$ cat src/rtl/mem_pkg.sv
// Shared definitions for the data-memory arbiter slice: access size codes
// and the arbiter FSM state encoding.
package mem_pkg;

    typedef enum logic [1:0] {
        SZ_BYTE = 2'b00,
        SZ_HALF = 2'b01,
        SZ_WORD = 2'b10,
        SZ_RSVD = 2'b11
    } size_t;

    typedef enum logic [1:0] {
        IDLE   = 2'b00,
        ACCESS = 2'b01,
        RESP   = 2'b10
    } state_t;

endpackage

$ cat src/rtl/dmem_arbiter_if.sv
// Bus bundle between the two data-memory masters, the arbiter and the
// 1024x32 data memory.
interface dmem_arbiter_if #(
    parameter int AW = 12
);
    logic          req0, req1;
    logic          we0, we1;
    logic [1:0]    size0, size1;
    logic          uns0, uns1;
    logic [AW-1:0] addr0, addr1;
    logic [31:0]   wdata0, wdata1;
    logic          ack0, ack1;
    logic          err0, err1;
    logic [31:0]   rdata0, rdata1;
    logic          busy;
    logic          ram_rw;
    logic [3:0]    ram_sel;
    logic [AW-3:0] ram_addr;
    logic [31:0]   ram_data_in;
    logic [31:0]   ram_data_out;

    modport slave (
        input  req0, req1, we0, we1, size0, size1, uns0, uns1,
        input  addr0, addr1, wdata0, wdata1, ram_data_out,
        output ack0, ack1, err0, err1, rdata0, rdata1, busy,
        output ram_rw, ram_sel, ram_addr, ram_data_in
    );

    modport master (
        output req0, req1, we0, we1, size0, size1, uns0, uns1,
        output addr0, addr1, wdata0, wdata1, ram_data_out,
        input  ack0, ack1, err0, err1, rdata0, rdata1, busy,
        input  ram_rw, ram_sel, ram_addr, ram_data_in
    );
endinterface

$ cat src/rtl/dmem_lane.sv
// Byte-lane logic: lane select, lane-replicated store data, load extension
// from an LSB-justified memory lane, and alignment check.
module dmem_lane
    import mem_pkg::*;
(
    input  size_t       size,
    input  logic        uns,
    input  logic [1:0]  addr,
    input  logic [31:0] wdata,
    input  logic [31:0] ram_data_out,
    output logic [3:0]  sel,
    output logic [31:0] wdata_lane,
    output logic [31:0] rdata_ext,
    output logic        misaligned
);

    always_comb begin
        sel        = '0;
        wdata_lane = '0;
        rdata_ext  = '0;
        misaligned = 1'b0;
        case (size)
            SZ_BYTE: begin
                sel        = 4'b0001 << addr;
                wdata_lane = {4{wdata[7:0]}};
                rdata_ext  = {{24{~uns & ram_data_out[7]}}, ram_data_out[7:0]};
            end
            SZ_HALF: begin
                sel        = addr[1] ? 4'b1100 : 4'b0011;
                wdata_lane = {2{wdata[15:0]}};
                rdata_ext  = {{16{~uns & ram_data_out[15]}}, ram_data_out[15:0]};
                misaligned = addr[0];
            end
            SZ_WORD: begin
                sel        = '1;
                wdata_lane = wdata;
                rdata_ext  = ram_data_out;
                misaligned = (addr != 2'b00);
            end
            default: misaligned = 1'b1;
        endcase
    end

endmodule

$ cat src/rtl/dmem_arbiter.sv
// Two-port round-robin arbiter for the 1024x32 byte-lane data memory.
// Serialises accesses, drives the memory and returns extended load data.
module dmem_arbiter
    import mem_pkg::*;
#(
    parameter int AW = 12
) (
    input logic           clk,
    input logic           rst,
    dmem_arbiter_if.slave bus
);

    state_t        state, state_nxt;
    logic          last_grant, gnt_valid, gnt_port, grant;
    logic          r_port, r_we, r_uns, r_err;
    size_t         r_size;
    logic          rw_q;
    logic [3:0]    sel_q;
    logic [AW-3:0] addr_q;
    logic [31:0]   data_q;

    logic          in_we, in_uns;
    logic [1:0]    in_size;
    logic [AW-1:0] in_addr;
    logic [31:0]   in_wdata;

    size_t         l_size;
    logic          l_uns, l_mis;
    logic [3:0]    l_sel;
    logic [31:0]   l_wdata, l_rdata;
    logic          resp, ack0_i, ack1_i;

    always_comb begin
        gnt_valid = bus.req0 | bus.req1;
        gnt_port  = (bus.req0 & bus.req1) ? ~last_grant : bus.req1;
        grant     = (state == IDLE) & gnt_valid;
        in_we     = gnt_port ? bus.we1    : bus.we0;
        in_size   = gnt_port ? bus.size1  : bus.size0;
        in_uns    = gnt_port ? bus.uns1   : bus.uns0;
        in_addr   = gnt_port ? bus.addr1  : bus.addr0;
        in_wdata  = gnt_port ? bus.wdata1 : bus.wdata0;
    end

    // One lane unit serves both phases: IDLE checks and positions the incoming
    // request, RESP extends the returned lane using the latched size/uns.
    always_comb begin
        l_size = (state == IDLE) ? size_t'(in_size) : r_size;
        l_uns  = (state == IDLE) ? in_uns : r_uns;
    end

    dmem_lane u_lane (
        .size         (l_size),
        .uns          (l_uns),
        .addr         (in_addr[1:0]),
        .wdata        (in_wdata),
        .ram_data_out (bus.ram_data_out),
        .sel          (l_sel),
        .wdata_lane   (l_wdata),
        .rdata_ext    (l_rdata),
        .misaligned   (l_mis)
    );

    always_ff @(posedge clk) begin
        if (rst) state <= IDLE;
        else     state <= state_nxt;
    end

    always_comb begin
        state_nxt = state;
        case (state)
            IDLE:    if (gnt_valid) state_nxt = l_mis ? RESP : ACCESS;
            ACCESS:  state_nxt = RESP;
            RESP:    state_nxt = IDLE;
            default: state_nxt = IDLE;
        endcase
    end

    // Memory-facing signals are registered at grant so they are live only
    // for the single ACCESS cycle; address and store data hold afterwards.
    always_ff @(posedge clk) begin
        if (rst) begin
            last_grant <= 1'b1;
            r_port     <= 1'b0;
            r_we       <= 1'b0;
            r_uns      <= 1'b0;
            r_err      <= 1'b0;
            r_size     <= SZ_BYTE;
            rw_q       <= 1'b0;
            sel_q      <= '0;
            addr_q     <= '0;
            data_q     <= '0;
        end else if (grant) begin
            last_grant <= gnt_port;
            r_port     <= gnt_port;
            r_we       <= in_we;
            r_uns      <= in_uns;
            r_err      <= l_mis;
            r_size     <= size_t'(in_size);
            if (l_mis) begin
                rw_q  <= 1'b0;
                sel_q <= '0;
            end else begin
                rw_q   <= in_we;
                sel_q  <= l_sel;
                addr_q <= in_addr[AW-1:2];
                data_q <= l_wdata;
            end
        end else begin
            rw_q  <= 1'b0;
            sel_q <= '0;
        end
    end

    always_comb begin
        resp            = (state == RESP) & ~rst;
        ack0_i          = resp & ~r_port;
        ack1_i          = resp & r_port;
        bus.ack0        = ack0_i;
        bus.ack1        = ack1_i;
        bus.err0        = ack0_i & r_err;
        bus.err1        = ack1_i & r_err;
        bus.rdata0      = (ack0_i & ~r_we & ~r_err) ? l_rdata : '0;
        bus.rdata1      = (ack1_i & ~r_we & ~r_err) ? l_rdata : '0;
        bus.busy        = (state != IDLE);
        bus.ram_rw      = rw_q & ~rst;
        bus.ram_sel     = sel_q;
        bus.ram_addr    = addr_q;
        bus.ram_data_in = data_q;
    end

endmodule

$ cat src/flat_wrapper.sv
// flat-port wrapper written by rule: the top's interface ports become plain ports
module dmem_arbiter_flat import mem_pkg::*;
#(
    parameter int AW = 12
)
  (clk, rst, bus_req0, bus_req1, bus_we0, bus_we1, bus_size0, bus_size1, bus_uns0, bus_uns1, bus_addr0, bus_addr1, bus_wdata0, bus_wdata1, bus_ram_data_out, bus_ack0, bus_ack1, bus_err0, bus_err1, bus_rdata0, bus_rdata1, bus_busy, bus_ram_rw, bus_ram_sel, bus_ram_addr, bus_ram_data_in);
  dmem_arbiter_if #(.AW(AW)) bus_i ();
  input logic clk;
  input logic rst;
  input wire logic [$bits(bus_i.req0)-1:0] bus_req0;
  input wire logic [$bits(bus_i.req1)-1:0] bus_req1;
  input wire logic [$bits(bus_i.we0)-1:0] bus_we0;
  input wire logic [$bits(bus_i.we1)-1:0] bus_we1;
  input wire logic [$bits(bus_i.size0)-1:0] bus_size0;
  input wire logic [$bits(bus_i.size1)-1:0] bus_size1;
  input wire logic [$bits(bus_i.uns0)-1:0] bus_uns0;
  input wire logic [$bits(bus_i.uns1)-1:0] bus_uns1;
  input wire logic [$bits(bus_i.addr0)-1:0] bus_addr0;
  input wire logic [$bits(bus_i.addr1)-1:0] bus_addr1;
  input wire logic [$bits(bus_i.wdata0)-1:0] bus_wdata0;
  input wire logic [$bits(bus_i.wdata1)-1:0] bus_wdata1;
  input wire logic [$bits(bus_i.ram_data_out)-1:0] bus_ram_data_out;
  output wire logic [$bits(bus_i.ack0)-1:0] bus_ack0;
  output wire logic [$bits(bus_i.ack1)-1:0] bus_ack1;
  output wire logic [$bits(bus_i.err0)-1:0] bus_err0;
  output wire logic [$bits(bus_i.err1)-1:0] bus_err1;
  output wire logic [$bits(bus_i.rdata0)-1:0] bus_rdata0;
  output wire logic [$bits(bus_i.rdata1)-1:0] bus_rdata1;
  output wire logic [$bits(bus_i.busy)-1:0] bus_busy;
  output wire logic [$bits(bus_i.ram_rw)-1:0] bus_ram_rw;
  output wire logic [$bits(bus_i.ram_sel)-1:0] bus_ram_sel;
  output wire logic [$bits(bus_i.ram_addr)-1:0] bus_ram_addr;
  output wire logic [$bits(bus_i.ram_data_in)-1:0] bus_ram_data_in;
  assign bus_i.req0 = bus_req0;
  assign bus_i.req1 = bus_req1;
  assign bus_i.we0 = bus_we0;
  assign bus_i.we1 = bus_we1;
  assign bus_i.size0 = bus_size0;
  assign bus_i.size1 = bus_size1;
  assign bus_i.uns0 = bus_uns0;
  assign bus_i.uns1 = bus_uns1;
  assign bus_i.addr0 = bus_addr0;
  assign bus_i.addr1 = bus_addr1;
  assign bus_i.wdata0 = bus_wdata0;
  assign bus_i.wdata1 = bus_wdata1;
  assign bus_i.ram_data_out = bus_ram_data_out;
  assign bus_ack0 = bus_i.ack0;
  assign bus_ack1 = bus_i.ack1;
  assign bus_err0 = bus_i.err0;
  assign bus_err1 = bus_i.err1;
  assign bus_rdata0 = bus_i.rdata0;
  assign bus_rdata1 = bus_i.rdata1;
  assign bus_busy = bus_i.busy;
  assign bus_ram_rw = bus_i.ram_rw;
  assign bus_ram_sel = bus_i.ram_sel;
  assign bus_ram_addr = bus_i.ram_addr;
  assign bus_ram_data_in = bus_i.ram_data_in;
  dmem_arbiter #(.AW(AW)) u_core (.clk(clk), .rst(rst), .bus(bus_i));
endmodule
$ cat config.mk
export PLATFORM = sky130hd
export DESIGN_NAME = dmem_arbiter_flat
export DESIGN_NICKNAME = d
export VERILOG_FILES = /design/src/rtl/mem_pkg.sv /design/src/rtl/dmem_arbiter_if.sv /design/src/rtl/dmem_lane.sv /design/src/rtl/dmem_arbiter.sv /design/src/flat_wrapper.sv
export SDC_FILE = /design/constraint.sdc
export NUM_CORES = 1
export LEC_CHECK = 0
export CORE_MARGIN = 2
export CORE_UTILIZATION = 30
export DETAILED_ROUTE_END_ITERATION = 6
export MAX_ROUTING_LAYER = met4
export PLACE_DENSITY = 0.69
export SYNTH_ARGS = -nofsm -noshare
export SYNTH_HDL_FRONTEND = slang
export SYNTH_SLANG_ARGS = --single-unit
$ cat constraint.sdc
create_clock -name clk -period 3.6 [get_ports clk]
set_input_delay 0.72 -clock clk [delete_from_list [all_inputs] [get_ports clk]]
set_output_delay 0.72 -clock clk [all_outputs]
set_load 0.02 [all_outputs]
# --- Word-level counts from Yosys, hierarchy flattened ---
# Cells that the tools add are included.
# W data, S select, Z words.
word_totals:
  reg_bits: 56
  input_bits: 132
  out_inout_bits: 116
  word_cells: 64
op_classes:
  n_eq_ne: 5
  shift: 1
  n_mux: 18
  bitwise_logic: 23
  n_reduce_logical: 6
ops:
  columns: ["cell", "n"]
  rows:
  - ["$pmux W32 S3", 2]
  - ["$mux W32", 3]
  - ["$and A1 B1 Y1", 14]
  - ["$mux W12", 1]
  - ["$pmux W4 S3", 1]
  - ["$mux W2", 4]
  - ["$not A1 Y1", 8]
  - ["$eq A2 B1 Y1 const B", 2]
  - ["$eq A2 B2 Y1 const B", 2]
  - ["$logic_not A2 Y1", 2]
  - ["$mux W1", 4]
  - ["$mux W4", 1]
  - ["$pmux W2 S2", 1]
  - ["$reduce_bool A2 Y1", 2]
  - ["$shl A1 B2 Y4 const A", 1]
  - ["$pmux W1 S3", 1]
  - ["$reduce_or A3 Y1", 1]
  - ["$ne A2 B1 Y1 const B", 1]
  - ["$reduce_and A2 Y1", 1]
  - ["$or A1 B1 Y1", 1]

# --- Depth between registers and ports, before layout ---
logic_depth:
  depth_word: 9
  ltp_mapped: 9
  ltp_nobuf: 7

# --- Modules after synthesis ---
# Synthesis repeated with hierarchy kept, for this count alone.
hier_totals:
  cells_unflattened: 418
  hier_area_um2: 3744.8
by_module_without_submodules:
  columns: ["module", "n_inst", "cells_per_inst", "area_each_um2", "seq_area_each_um2"]
  rows:
  - ["dmem_arbiter", 1, 279, 2891.5, 1121.1]
  - ["dmem_lane", 1, 139, 853.3, 0.0]

# --- Worst setup path after synthesis ---
# OpenSTA, ideal clock, no wires.
synth_path:
  kind: "in2out"
  startpoint: "input port bus_req1"
  endpoint: "output port bus_rdata0[10]"
  arrival_ps: 2258
  required_time_ps: 2880
  setup_slack_ps: 622
  cell_stages: 7
  n_path_buf: 2
  cell_sequence: "a21boi_4 > mux2i_1 > o21ai_1 > or2_1 > buf_2 > buf_6 > a21oi_1"
synth_via:
  elab_chain_len: 8
  word_cells_on_any_way: 13
  classes_between: "eq/ne: 2; mux: 7; bitwise: 3; reduce/logical: 1"
synth_lines:
  columns: ["item", "line", "source"]
  rows:
  - ["from (decl)", "flat_wrapper.sv:11", "input wire logic [$bits(bus_i.req1)-1:0] bus_req1;"]
  - ["$and A1 B1 Y1", "dmem_arbiter.sv:35", "gnt_port = (bus.req0 & bus.req1) ? ~last_grant : bus.req1;"]
  - ["$mux W1 (*)", "dmem_arbiter.sv:35", null]
  - ["$mux W1", "dmem_arbiter.sv:39", "in_uns = gnt_port ? bus.uns1 : bus.uns0;"]
  - ["$mux W1", "dmem_arbiter.sv:48", "l_uns = (state == IDLE) ? in_uns : r_uns;"]
  - ["$not A1 Y1", "dmem_lane.sv:26", "rdata_ext = {{24{~uns & ram_data_out[7]}}, ram_data_out[7:0]};"]
  - ["$and A1 B1 Y1", "dmem_lane.sv:26", null]
  - ["$pmux W32 S3 (*)", "dmem_lane.sv:22", "case (size)"]
  - ["$mux W32 (*)", "dmem_arbiter.sv:122", "bus.rdata0 = (ack0_i & ~r_we & ~r_err) ? l_rdata : '0;"]
  - ["to (decl)", "flat_wrapper.sv:27", "output wire logic [$bits(bus_i.rdata0)-1:0] bus_rdata0;"]
# Mark *: on every way between the ends. The rest lies on a longest branch, timed or not.

# --- Worst setup path after layout ---
layout_path:
  startpoint: "input port bus_req1"
  endpoint: "output port bus_rdata0[29]"
layout_via:
  elab_chain_len: 8
  word_cells_on_any_way: 14
  classes_between: "eq/ne: 2; mux: 7; bitwise: 4; reduce/logical: 1"
layout_lines:
  columns: ["item", "line"]
  rows:
  - ["$and A1 B1 Y1", "dmem_arbiter.sv:35"]
  - ["$mux W1 (*)", "dmem_arbiter.sv:35"]
  - ["$mux W1", "dmem_arbiter.sv:39"]
  - ["$mux W1", "dmem_arbiter.sv:48"]
  - ["$not A1 Y1", "dmem_lane.sv:26, dmem_lane.sv:31"]
  - ["$and A1 B1 Y1, on equally long branches", "dmem_lane.sv:31, dmem_lane.sv:26"]
  - ["$pmux W32 S3 (*)", "dmem_lane.sv:22"]
  - ["$mux W32 (*)", "dmem_arbiter.sv:122"]
# Marked as above.

==> results.ini <==
[synth]
synth_xor_area_share_pct=0.470
synth_top_area_cell=dfxtp_1
ys_ff_latch=56
synthCells=404
synthTopCellsByArea=dfxtp_1 (30%), mux2i_1 (14%), a21oi_1 (4.8%)
synth_nets=536
synth_top_area_share_pct=30.1
yosysMostFrequentCell=dfxtp_1
yosys.area_share.simple_pct=14.4
synth-edff-count=0
synth_compound_gate_area_share_pct=33.9
synth_top_family_by_area=compound AO/OA/AOI/OAI gates
yosysUniqueCellTypes=62
ys_warn_count=0
synthArstFlopShare_pct=0
synthAdderAreaFrac_pct=0
syn_area_mm2=0.00373
ys_seq_area_share_pct=30.1
synth_mux_area_share_pct=14.3
syn_area_per_cell_um2=9.23
synth_top_flop_cell=dfxtp_1
ys_top_cells_by_count=dfxtp_1 (56), mux2i_1 (52), a21oi_1 (36)

[die]
pin_count=248
die_h_um=115
dieArea_mm2=0.0133
core_area_mm2=0.0121
start_util_pct=30.9
core.rowCount=40
die_width_um=115

[power]
combPwrFrac_pct=46.8
peakVddDrop_mv=0.210
power_switching_uw=897
seqPwrFrac_pct=32.1
p_clk_share_pct=21.1
power_density_mw_per_mm2=365
leakagePower_uw=0.00298
p_int_uw=1530
swShare_pct=37.0

[job]
drv_cap=0

[grt]
grt_pass1_vias=4184
grt_pass1_wl_mm=21.1
overflow=0
antenna_found_initial=0
grt_max_degree=36
track_usage_pct=20.7

[worst_hold_path]
whs_endpoint=u_core.bus.ram_addr[0]
min_from=u_core.bus.ram_addr[0]
worstHoldPathCells=1
hold_class=register to register

[sta]
hold_violations=0
finClkSkew_ns=0.00823
layout_setup_ws_ns=0.0556
fmax_ghz=0.282
finalSetupViolations=0
whs_ns=0.468
drv_slew=0
rsz0062_at_grt=true
period_needed_ns=3.54
worstMarginPinSlew_ns=0.701
fin_crit_sh_pct=98.5
relSlewSlack_pct=53.1

[worst_setup_path]
reg2reg_slack_ns=1.25
rr_endpoint=u_core.bus.ram_sel[2]
worstSetupPathType=primary input to output pin
cp_slowest_cell=clkdlybuf4s50_1
worst_r2r_startpoint=u_core.last_grant
critPathMaxFanout=14
slowest_delay_ns=0.48
cp_data_arrival_time_ns=2.82
ff2ff_path_depth=7
endpoint_kind=output pin
worstPathCellList=clkdlybuf4s50_1 -> a21boi_4 -> buf_4 -> mux2i_4 -> o21ai_1 -> buf_4 -> a211oi_4 -> buf_12 -> a21o_2 -> clkdlybuf4s15_2
worstPathRequired_ns=2.88
worstSetupStartpointType=primary input
crit_top_cell=buf_4

[cells_and_area]
drive_gt1_share_pct=17.9
syn2layout_area_growth_pct=78.1
fin_util_pct=55.1
diodes=0
stdcell_count=838
nets=801

[routing]
drt_wl_total_mm=14.5
detail-route-antenna-nets=0
drt-vias-per-instance=5.01
avgRoutedWirePerCell_um=17.4
firstDrtPassIters=4
vias=4199
drc=0
drt-initial-drc-count=187

[clocking]
cts-root-buf=clkbuf_16
cts_max_path_buffers=2
clkSinkCount=56
cts_tree=yes
clkLatencyLatePin_ns=0.30
clkTransAtPathRegs_ns=0.08
cts_max_level=2
postCtsHoldBufs=0
cts-buffers-inserted=5

[placement]
place_congestion=0.873
place_ws_ns=-0.564
port_buffers=247
dp_cells=827
dp_hpwl_mm=11.5

[status]
status=completed

==> cell usage in the layout, fill, tap and decap left out, types with 2 or more instances in the layout <==
cell type          n
nor4_1             2
a21o_2            12
dlymetal6s2s_1     8
xor2_1             2
o21ai_0            6
o221ai_1           8
o22ai_1           15
dfxtp_1           56
nor4b_4            2
buf_4             35
nor2b_1            3
clkdlybuf4s15_2    5
o2bb2ai_1         18
a22o_1            17
dlygate4sd2_1     15
or2_4              2
clkdlybuf4s15_1    3
nor2_1            14
nor3b_1            2
clkdlybuf4s50_1  190
a211oi_1           7
mux2i_4            2
and2_1            19
mux2i_1           50
buf_2              9
o211ai_1           9
a31oi_1            2
clkinvlp_4         2
inv_1              8
clkbuf_2          17
nand2b_1           2
a21oi_1           36
a21o_1            22
nor3_4             2
nand2_1           25
clkbuf_16          5
buf_12             6
==> worst max-delay path, delay by kind of cell <==
kind,cells,cell delay [ns]
compound gates,4,0.65
buf+inv,5,1.22
mux,1,0.24
==> metal layers <==
metal	up-vias	track usage [%]	wire length [um]	share of wire (%)
met5	-	-	0	0
met4	0	5.22	248	1.7
met3	18	4.55	1190	8.2
met2	185	36.3	7290	50
met1	1942	23.9	5810	40
li1	2054	-	-	-
==> state kept, by name, indices dropped and copies added (netlist names) <==
| register | count |
|---|---|
| u_core.bus.ram_data_in | 32 |
| u_core.bus.ram_addr | 10 |
| u_core.state | 2 |
| u_core.r_err | 1 |
| u_core.rw_q | 1 |
| u_core.last_grant | 1 |
| u_core.r_port | 1 |
| u_core.bus.ram_sel | 4 |
| u_core.r_we | 1 |
| u_core.r_size | 2 |
| u_core.r_uns | 1 |
==> power by group through the flow <==
| stage | combinational, uW | sequential [uW] | clock, uW |
|---|---|---|---|
| 3_5_place_dp | 1130 | 790 | 0 |
| 5_1_grt | 1220 | 789 | 540 |
| 6_report | 1140 | 778 | 511 |
| 3_3_place_gp | 1120 | 786 | 0 |
| 2_1_floorplan | 532 | 866 | 0 |
| 4_1_cts | 1140 | 778 | 518 |
==> stage by stage <==
| stage | setup TNS [ns] | area [um^2] | total power, uW |
|---|---|---|---|
| 2_1_floorplan | 0 | 3730 | 1400 |
| 3_3_place_gp | -17.97 | 6540 | 1900 |
| 3_5_place_dp | -20.56 | 6540 | 1920 |
| 4_1_cts | 0 | 6730 | 2440 |
| 5_1_grt | -0.220 | 6640 | 2550 |
| 6_report | 0 | 6640 | 2430 |
==> worst max-delay path by stage <==
stage,slack [ns],to,cells past startpoint,startpoint
2_1_floorplan,0.62,bus_rdata0[10],7,bus_req1
3_3_place_gp,-0.47,bus_rdata1[27],7,bus_req0
3_5_place_dp,-0.56,bus_rdata1[28],7,bus_req0
4_1_cts,0.005,bus_rdata0[18],10,bus_req1
5_1_grt,-0.04,bus_rdata1[19],10,bus_req1
6_report,0.06,bus_rdata0[29],10,bus_req1
==> kinds of logic (layout without fill, tap and decap cells) <==
kind of cell              after synthesis  count (layout)
muxes                                  53              53
xor gates and xnor gates                2               2
DFF                                    56              56
and+or+nand+nor                        88              88
buffers and inverters                  39             305
AOI/OAI and AO/OA                     166             166
==> final cells by class <==
class | count | area, um^2
repair buffers | 288 | 2730
multi-input cells | 309 | 2390
clock buffers | 5 | 125
fillers | 1116 | 5420
flip-flops and latches | 56 | 1120
well taps | 168 | 210
inverters | 9 | 36.3
clock inverters | 3 | 26.3
==> what timing repair did <==
item / CTS / global route
endpoints found under the setup margin: 48 / 44
resized for setup: 99 / 39
buffers inserted: 2 / 1
cloned: 0 / 0
pin swaps: 2 / 0
(Power assumes the default switching activity.)
